## config.mk

```make
export PLATFORM = sky130hd
export DESIGN_NAME = pc_sequencer
export DESIGN_NICKNAME = d
export VERILOG_FILES = /design/src/rtl/pc_seq_pkg.sv /design/src/rtl/mn_pulse_gen.sv /design/src/rtl/pc_sequencer.sv
export SDC_FILE = /design/constraint.sdc
export NUM_CORES = 1
export LEC_CHECK = 0
export ABC_AREA = 1
export BUFFER_PORTS_ARGS = -buffer_cell sky130_fd_sc_hd__buf_4
export CAP_MARGIN = 20
export CORE_MARGIN = 2
export CORE_UTILIZATION = 40
export CTS_BUF_LIST = sky130_fd_sc_hd__clkbuf_4 sky130_fd_sc_hd__clkbuf_8 sky130_fd_sc_hd__clkbuf_16
export CTS_CLUSTER_DIAMETER = 50
export DETAILED_ROUTE_END_ITERATION = 12
export SYNTH_ARGS = -nofsm -noshare
export SYNTH_HDL_FRONTEND = slang
export SYNTH_HIERARCHICAL = 1
export SYNTH_SLANG_ARGS = --single-unit
```

## constraint.sdc

```tcl
create_clock -name clk -period 1.1 [get_ports clk]
set_input_delay 0.11 -clock clk [delete_from_list [all_inputs] [get_ports clk]]
set_output_delay 0.11 -clock clk [all_outputs]
set_load 0.02 [all_outputs]
```

## src/rtl/pc_seq_pkg.sv

```systemverilog
// Shared opcode constants and FSM state encoding for the paper-processor PC sequencer.
package pc_seq_pkg;

    localparam logic [1:0] OP_INC = 2'b00;
    localparam logic [1:0] OP_NOP = 2'b01;
    localparam logic [1:0] OP_JNO = 2'b10;
    localparam logic [1:0] OP_HLT = 2'b11;

    typedef enum logic [2:0] {
        ST_IDLE   = 3'd0,
        ST_FETCH  = 3'd1,
        ST_DECODE = 3'd2,
        ST_EXEC   = 3'd3,
        ST_ADV    = 3'd4,
        ST_JUMP   = 3'd5,
        ST_HALT   = 3'd6
    } state_e;

    // busy covers every state that belongs to an instruction in flight
    function automatic logic is_active(input state_e s);
        return (s != ST_IDLE) && (s != ST_HALT);
    endfunction

endpackage

```

## src/rtl/mn_pulse_gen.sv

```systemverilog
// Execute-pulse generator: a start loads a down-counter; mn stays high for MN_CYC cycles,
// last_cyc marks the final high cycle so the caller can sample the datapath overflow.
module mn_pulse_gen #(
    parameter int MN_CYC = 2
) (
    input  logic clk,
    input  logic rst_n,
    input  logic start_i,
    output logic mn_o,
    output logic last_cyc_o
);

    localparam int CW = $clog2(MN_CYC + 1);

    logic [CW-1:0] cnt_q;
    logic [CW-1:0] cnt_d;
    logic          mn_q;
    logic          last_q;

    // Next count: load on start, otherwise count down to zero and rest there
    always_comb begin
        cnt_d = cnt_q;
        if (start_i) begin
            cnt_d = CW'(MN_CYC);
        end else if (cnt_q != {CW{1'b0}}) begin
            cnt_d = cnt_q - CW'(1);
        end else begin
            cnt_d = cnt_q;
        end
    end

    // Counter plus registered pulse/last flags decoded from the next count
    always_ff @(posedge clk or negedge rst_n) begin
        if (!rst_n) begin
            cnt_q  <= {CW{1'b0}};
            mn_q   <= 1'b0;
            last_q <= 1'b0;
        end else begin
            cnt_q  <= cnt_d;
            mn_q   <= (cnt_d != {CW{1'b0}});
            last_q <= (cnt_d == CW'(1));
        end
    end

    assign mn_o       = mn_q;
    assign last_cyc_o = last_q;

endmodule

```

## src/rtl/pc_sequencer.sv

```systemverilog
// Fetch/decode/execute controller owning the program counter of the paper processor.
// Optional single-step input is enabled by defining PC_SEQ_STEP_EN.
module pc_sequencer
    import pc_seq_pkg::*;
#(
    parameter int PC_W   = 2,
    parameter int MN_CYC = 2
) (
    input  logic            clk,
    input  logic            rst_n,
    input  logic            run,
`ifdef PC_SEQ_STEP_EN
    input  logic            step,
`endif
    output logic            fetch_req,
    input  logic [1:0]      instr,
    input  logic [PC_W-1:0] tgt,
    input  logic            instr_valid,
    input  logic            ovf,
    output logic [PC_W-1:0] pc,
    output logic            mn,
    output logic            pc_wrap,
    output logic            halted,
    output logic            busy
);

    state_e          state_q, state_d;
    logic [PC_W-1:0] pc_q, pc_d;
    logic [1:0]      instr_q, instr_d;
    logic [PC_W-1:0] tgt_q, tgt_d;
    logic            ovf_flag_q, ovf_flag_d;
    logic            pc_wrap_q, pc_wrap_d;
    logic            fetch_req_q;
    logic            halted_q;
    logic            busy_q;
    logic            mn_start_s;
    logic            mn_last_s;
    logic            mn_s;
    logic            step_go_s;
    logic            single_q;
    logic            cont_s;

`ifdef PC_SEQ_STEP_EN
    logic step_q;
    logic single_d;

    assign step_go_s = step && !step_q && !run;

    // A step launch marks the instruction as single-shot; a run launch clears the mark
    always_comb begin
        single_d = single_q;
        if (state_q == ST_IDLE) begin
            single_d = step_go_s;
        end else begin
            single_d = single_q;
        end
    end

    // Step edge detector and single-shot flag
    always_ff @(posedge clk or negedge rst_n) begin
        if (!rst_n) begin
            step_q   <= 1'b0;
            single_q <= 1'b0;
        end else begin
            step_q   <= step;
            single_q <= single_d;
        end
    end
`else
    assign step_go_s = 1'b0;
    assign single_q  = 1'b0;
`endif

    assign cont_s = run && !single_q;

    mn_pulse_gen #(.MN_CYC(MN_CYC)) u_mn (
        .clk        (clk),
        .rst_n      (rst_n),
        .start_i    (mn_start_s),
        .mn_o       (mn_s),
        .last_cyc_o (mn_last_s)
    );

    // Next-state, PC update and operand capture
    always_comb begin
        state_d    = state_q;
        pc_d       = pc_q;
        instr_d    = instr_q;
        tgt_d      = tgt_q;
        ovf_flag_d = ovf_flag_q;
        pc_wrap_d  = 1'b0;
        mn_start_s = 1'b0;
        case (state_q)
            ST_IDLE: begin
                if (run || step_go_s) begin
                    state_d = ST_FETCH;
                end else begin
                    state_d = ST_IDLE;
                end
            end
            ST_FETCH: begin
                if (instr_valid) begin
                    instr_d = instr;
                    tgt_d   = tgt;
                    state_d = ST_DECODE;
                end else begin
                    state_d = ST_FETCH;
                end
            end
            ST_DECODE: begin
                case (instr_q)
                    OP_INC: begin
                        state_d    = ST_EXEC;
                        mn_start_s = 1'b1;
                    end
                    OP_NOP:  state_d = ST_ADV;
                    OP_JNO:  state_d = ST_JUMP;
                    OP_HLT:  state_d = ST_HALT;
                    default: state_d = ST_HALT;
                endcase
            end
            ST_EXEC: begin
                // Overflow stays sticky until a JNO consumes it
                if (mn_last_s) begin
                    ovf_flag_d = ovf_flag_q | ovf;
                    state_d    = ST_ADV;
                end else begin
                    state_d = ST_EXEC;
                end
            end
            ST_ADV: begin
                pc_d      = pc_q + PC_W'(1);
                pc_wrap_d = &pc_q;
                state_d   = cont_s ? ST_FETCH : ST_IDLE;
            end
            ST_JUMP: begin
                if (!ovf_flag_q) begin
                    pc_d = tgt_q;
                end else begin
                    pc_d      = pc_q + PC_W'(1);
                    pc_wrap_d = &pc_q;
                end
                ovf_flag_d = 1'b0;
                state_d    = cont_s ? ST_FETCH : ST_IDLE;
            end
            ST_HALT: begin
                if (!run) begin
                    state_d = ST_IDLE;
                end else begin
                    state_d = ST_HALT;
                end
            end
            default: state_d = ST_IDLE;
        endcase
    end

    // State, datapath registers and registered status outputs
    always_ff @(posedge clk or negedge rst_n) begin
        if (!rst_n) begin
            state_q     <= ST_IDLE;
            pc_q        <= {PC_W{1'b0}};
            instr_q     <= 2'b00;
            tgt_q       <= {PC_W{1'b0}};
            ovf_flag_q  <= 1'b0;
            pc_wrap_q   <= 1'b0;
            fetch_req_q <= 1'b0;
            halted_q    <= 1'b0;
            busy_q      <= 1'b0;
        end else begin
            state_q     <= state_d;
            pc_q        <= pc_d;
            instr_q     <= instr_d;
            tgt_q       <= tgt_d;
            ovf_flag_q  <= ovf_flag_d;
            pc_wrap_q   <= pc_wrap_d;
            fetch_req_q <= (state_d == ST_FETCH);
            halted_q    <= (state_d == ST_HALT);
            busy_q      <= is_active(state_d);
        end
    end

    assign fetch_req = fetch_req_q;
    assign pc        = pc_q;
    assign mn        = mn_s;
    assign pc_wrap   = pc_wrap_q;
    assign halted    = halted_q;
    assign busy      = busy_q;

endmodule
```

==> summary.md <==
| Metric | Value |
|---|---|
| Status | finished, violations left |
| Failing checks | negative setup slack |
| Commonest cells after routing, fill and taps aside | 22 x buf_4, 17 x dfrtp_1, 15 x nand2_1, 9 x inv_2, 8 x inv_1 |
| LEAKAGE | roughly 0.68 nW |
| Crit end category | flop |
| CTS sink cnt | 18 |
| Seq/Total Area, Yosys | 49.7% |
| I/O pin count | 16 |
| Syn Nets | ~120 |
| Final setup margin | -0.143 ns |
| Gate Count Post-Synth | approximately 100 |
| Top cell type's share of synthesized area | between 40 and 50% |
| Minimum clock period | between 1 and 1.5 ns |
| Final hold vios | 0 |
| Share of layout cells above drive strength 1 | 55.3% |
| Yosys cell types | 20 |
| RSZ-0062 raised after global routing | yes |
| Largest net degree at the start of global routing | 19 |
| Slew headroom | 84.2% |
| CTS Buf Count | 3 |
| GP Congestion | 0.894 |
| Overflow after GRT | 0 |
| Post-synth top flop | dfrtp_1 |
| Clk_lat worst skew | slightly below 0.3 ns |
| Hold crit path type | in2reg |
| First-pass GRT wire length | around 3000 um |
| Post-route ant nets | 0 |
| Max-slew violations | 0 |
| Fmax achieved | 805 MHz |
| Die Wd | 51.6 um |
| Num rows | 17 |
| Power Density | between 2000 and 3000 nW/um2 |
| N_diodes | 0 |
| CTS tree | yes |
| Worst Path Required | around 1.3 ns |
| Core ar. | 2170 um2 |
| Area grow syn2layout | 42.7% |
| Initial DRC count | 4 |
| Die Area | 2660 um2 |
| Final period util | 113% |
| Ys Warns | 6 |
| Drt drc | 0 |
| #FFs+latches synth | 18 |
| Post-Route WL | 1870 um |
| CP Data Arrival Time | around 1.4 ns |
| Final core utilization | 59.6% |
| Via count | roughly 770 |
| Average size of a mapped cell | between 8 and 9 um2 |
| Total power | ~3.3 mW |
| Clk slew on worst S/H paths | 0.11 ns |
| Post-synth EDFFs | 0 |
| Nets | about 150 |
| IO Port Bufs | 15 |
| Synth top area cells | dfrtp_1 50%, nand2_1 7.0%, inv_1 5.8%, ha_1 5.5%, nor2_1 4.6% |
| Die Y | a little over 50 um |
| Yosys top cell by area | dfrtp_1 |
| Worst vdd ir | 1.31 mV |
| Drt pass-1 iters | 4 |
| Commonest non-fill, non-tap cell in the layout | buf_4 |
| Half-perimeter wire length after placement | 1330 um |
| Wirelength per Cell | 11.7 um |
| Post-synth ARST share | 100% |
| Starting density of the core | 41.8% |
| Finished Layout Cells | 160 |
| CTS Buffer Depth | 2 |
| Vias in the first global route | 711 |
| Setup violators final | 13 |
| Placed cell count | about 150 |
| GR Util All Layers | 15.7% |
| Clock skew | 0.00324 ns |
| Vias per Instance | 4.79 |
| Root Buffer | clkbuf_4 |
| Tightest Pin Transition | 0.237 ns |
| Critical Path Start Type | flop |
| Cell Area, Synth | between 900 and 1000 um2 |
| Kind of critical path | reg2reg |
| Crit path max fanout | 4 |
| H-Tree Depth | 1 |
| Initial antenna violation count | 0 |
| Max-Cap Viols | 0 |
[cell usage after synthesis (4+ instances only)]
| master | count |
|---|---|
| nand2_2 | 6 |
| a21oi_1 | 5 |
| nand3_1 | 8 |
| inv_1 | 14 |
| nor2_2 | 5 |
| nand2_1 | 17 |
| nor2_1 | 11 |
| inv_2 | 4 |
| ha_1 | 4 |
| dfrtp_1 | 18 |
[layer usage]
layer | track usage [%] | vias to the layer above | part of all wire (%)
met4 | 6.58 | 0 | 1.3
met3 | 2.59 | 4 | 3.2
met1 | 19.4 | 364 | 41
li1 | - | 385 | -
met5 | 0 | - | 0
met2 | 26.9 | 14 | 55
[cell families after synthesis]
| logic type | synth area share (%) |
|---|---|
| AOI/OAI and AO/OA | 7.04 |
| DFF | 49.7 |
| buffers and inverters | 7.46 |
| and+or+nand+nor | 30.3 |
| adders and majority gates | 5.53 |
[through the flow]
step | hold slack, ns | TNS (ns) | area [um2] | worst slack (ns)
after floorplan | -0.186 | -0.138 | 926 | -0.0858
after global placement | -0.00713 | -0.662 | 1140 | -0.136
after detailed placement | -0.000600 | -0.821 | 1140 | -0.156
after CTS | 0.0542 | -0.852 | 1240 | -0.149
after global routing | 0.0640 | -2.32 | 1290 | -0.228
final | 0.0586 | -1.11 | 1290 | -0.143
[state kept, by name, summed over array words and instances (netlist names)]
name,flops
tgt_q,2
u_mn/cnt_q,2
state_q,3
u_mn/mn_o,1
instr_q,2
fetch_req,1
halted,1
ovf_flag_q,1
busy,1
pc,2
u_mn/last_cyc_o,1
pc_wrap,1
[cell type report]
cell class | count | area (um2)
multi-input cells | 66 | 490
well taps | 28 | 35.0
flip-flops and latches | 18 | 452
inverters | 18 | 70.1
repair buffers | 26 | 209
fillers | 205 | 877
clock buffers | 4 | 36.3
[report_power, final]
part | internal (mW) | leakage [nW] | total [mW] | switching (mW)
Sequential | 0.894 | 0.225 | 1.08 | 0.185
Clock | 0.202 | 0.0210 | 0.412 | 0.211
Combinational | 0.795 | 0.438 | 1.84 | 1.04
Total | 1.89 | 0.684 | 3.33 | 1.44
[worst max-delay path, cell delays in order, from the launching register on]
cell      delay (ns)
dfrtp_1         0.36
inv_2           0.07
ha_1            0.19
o211ai_1        0.21
nand3_1         0.12
nor2_2          0.13
nand2_1         0.06
[worst paths after layout]
path                       startpoint          to  slack (ns)  cells past startpoint
min in group asynchronous       rst_n    tgt_q[1]        0.21                      2
setup reg to reg           instr_q[0]        busy       -0.14                      6
hold reg to reg              tgt_q[1]    tgt_q[1]        0.53                      2
hold / removal                 tgt[1]    tgt_q[1]        0.06                      3
setup / recovery           instr_q[0]        busy       -0.14                      6
max in group asynchronous       rst_n  state_q[1]        0.67                      2
[timing repair]
| action | in CTS | in global routing |
|---|---|---|
| endpoints found under the hold margin | 18 | 0 |
| setup buffers | 1 | 0 |
| resized for setup | 12 | 17 |
| endpoints found under the setup margin | 16 | 18 |
| hold buffers | 1 | 0 |
| pin swaps | 7 | 5 |
Note: power is estimated with default switching activity, not from simulation.
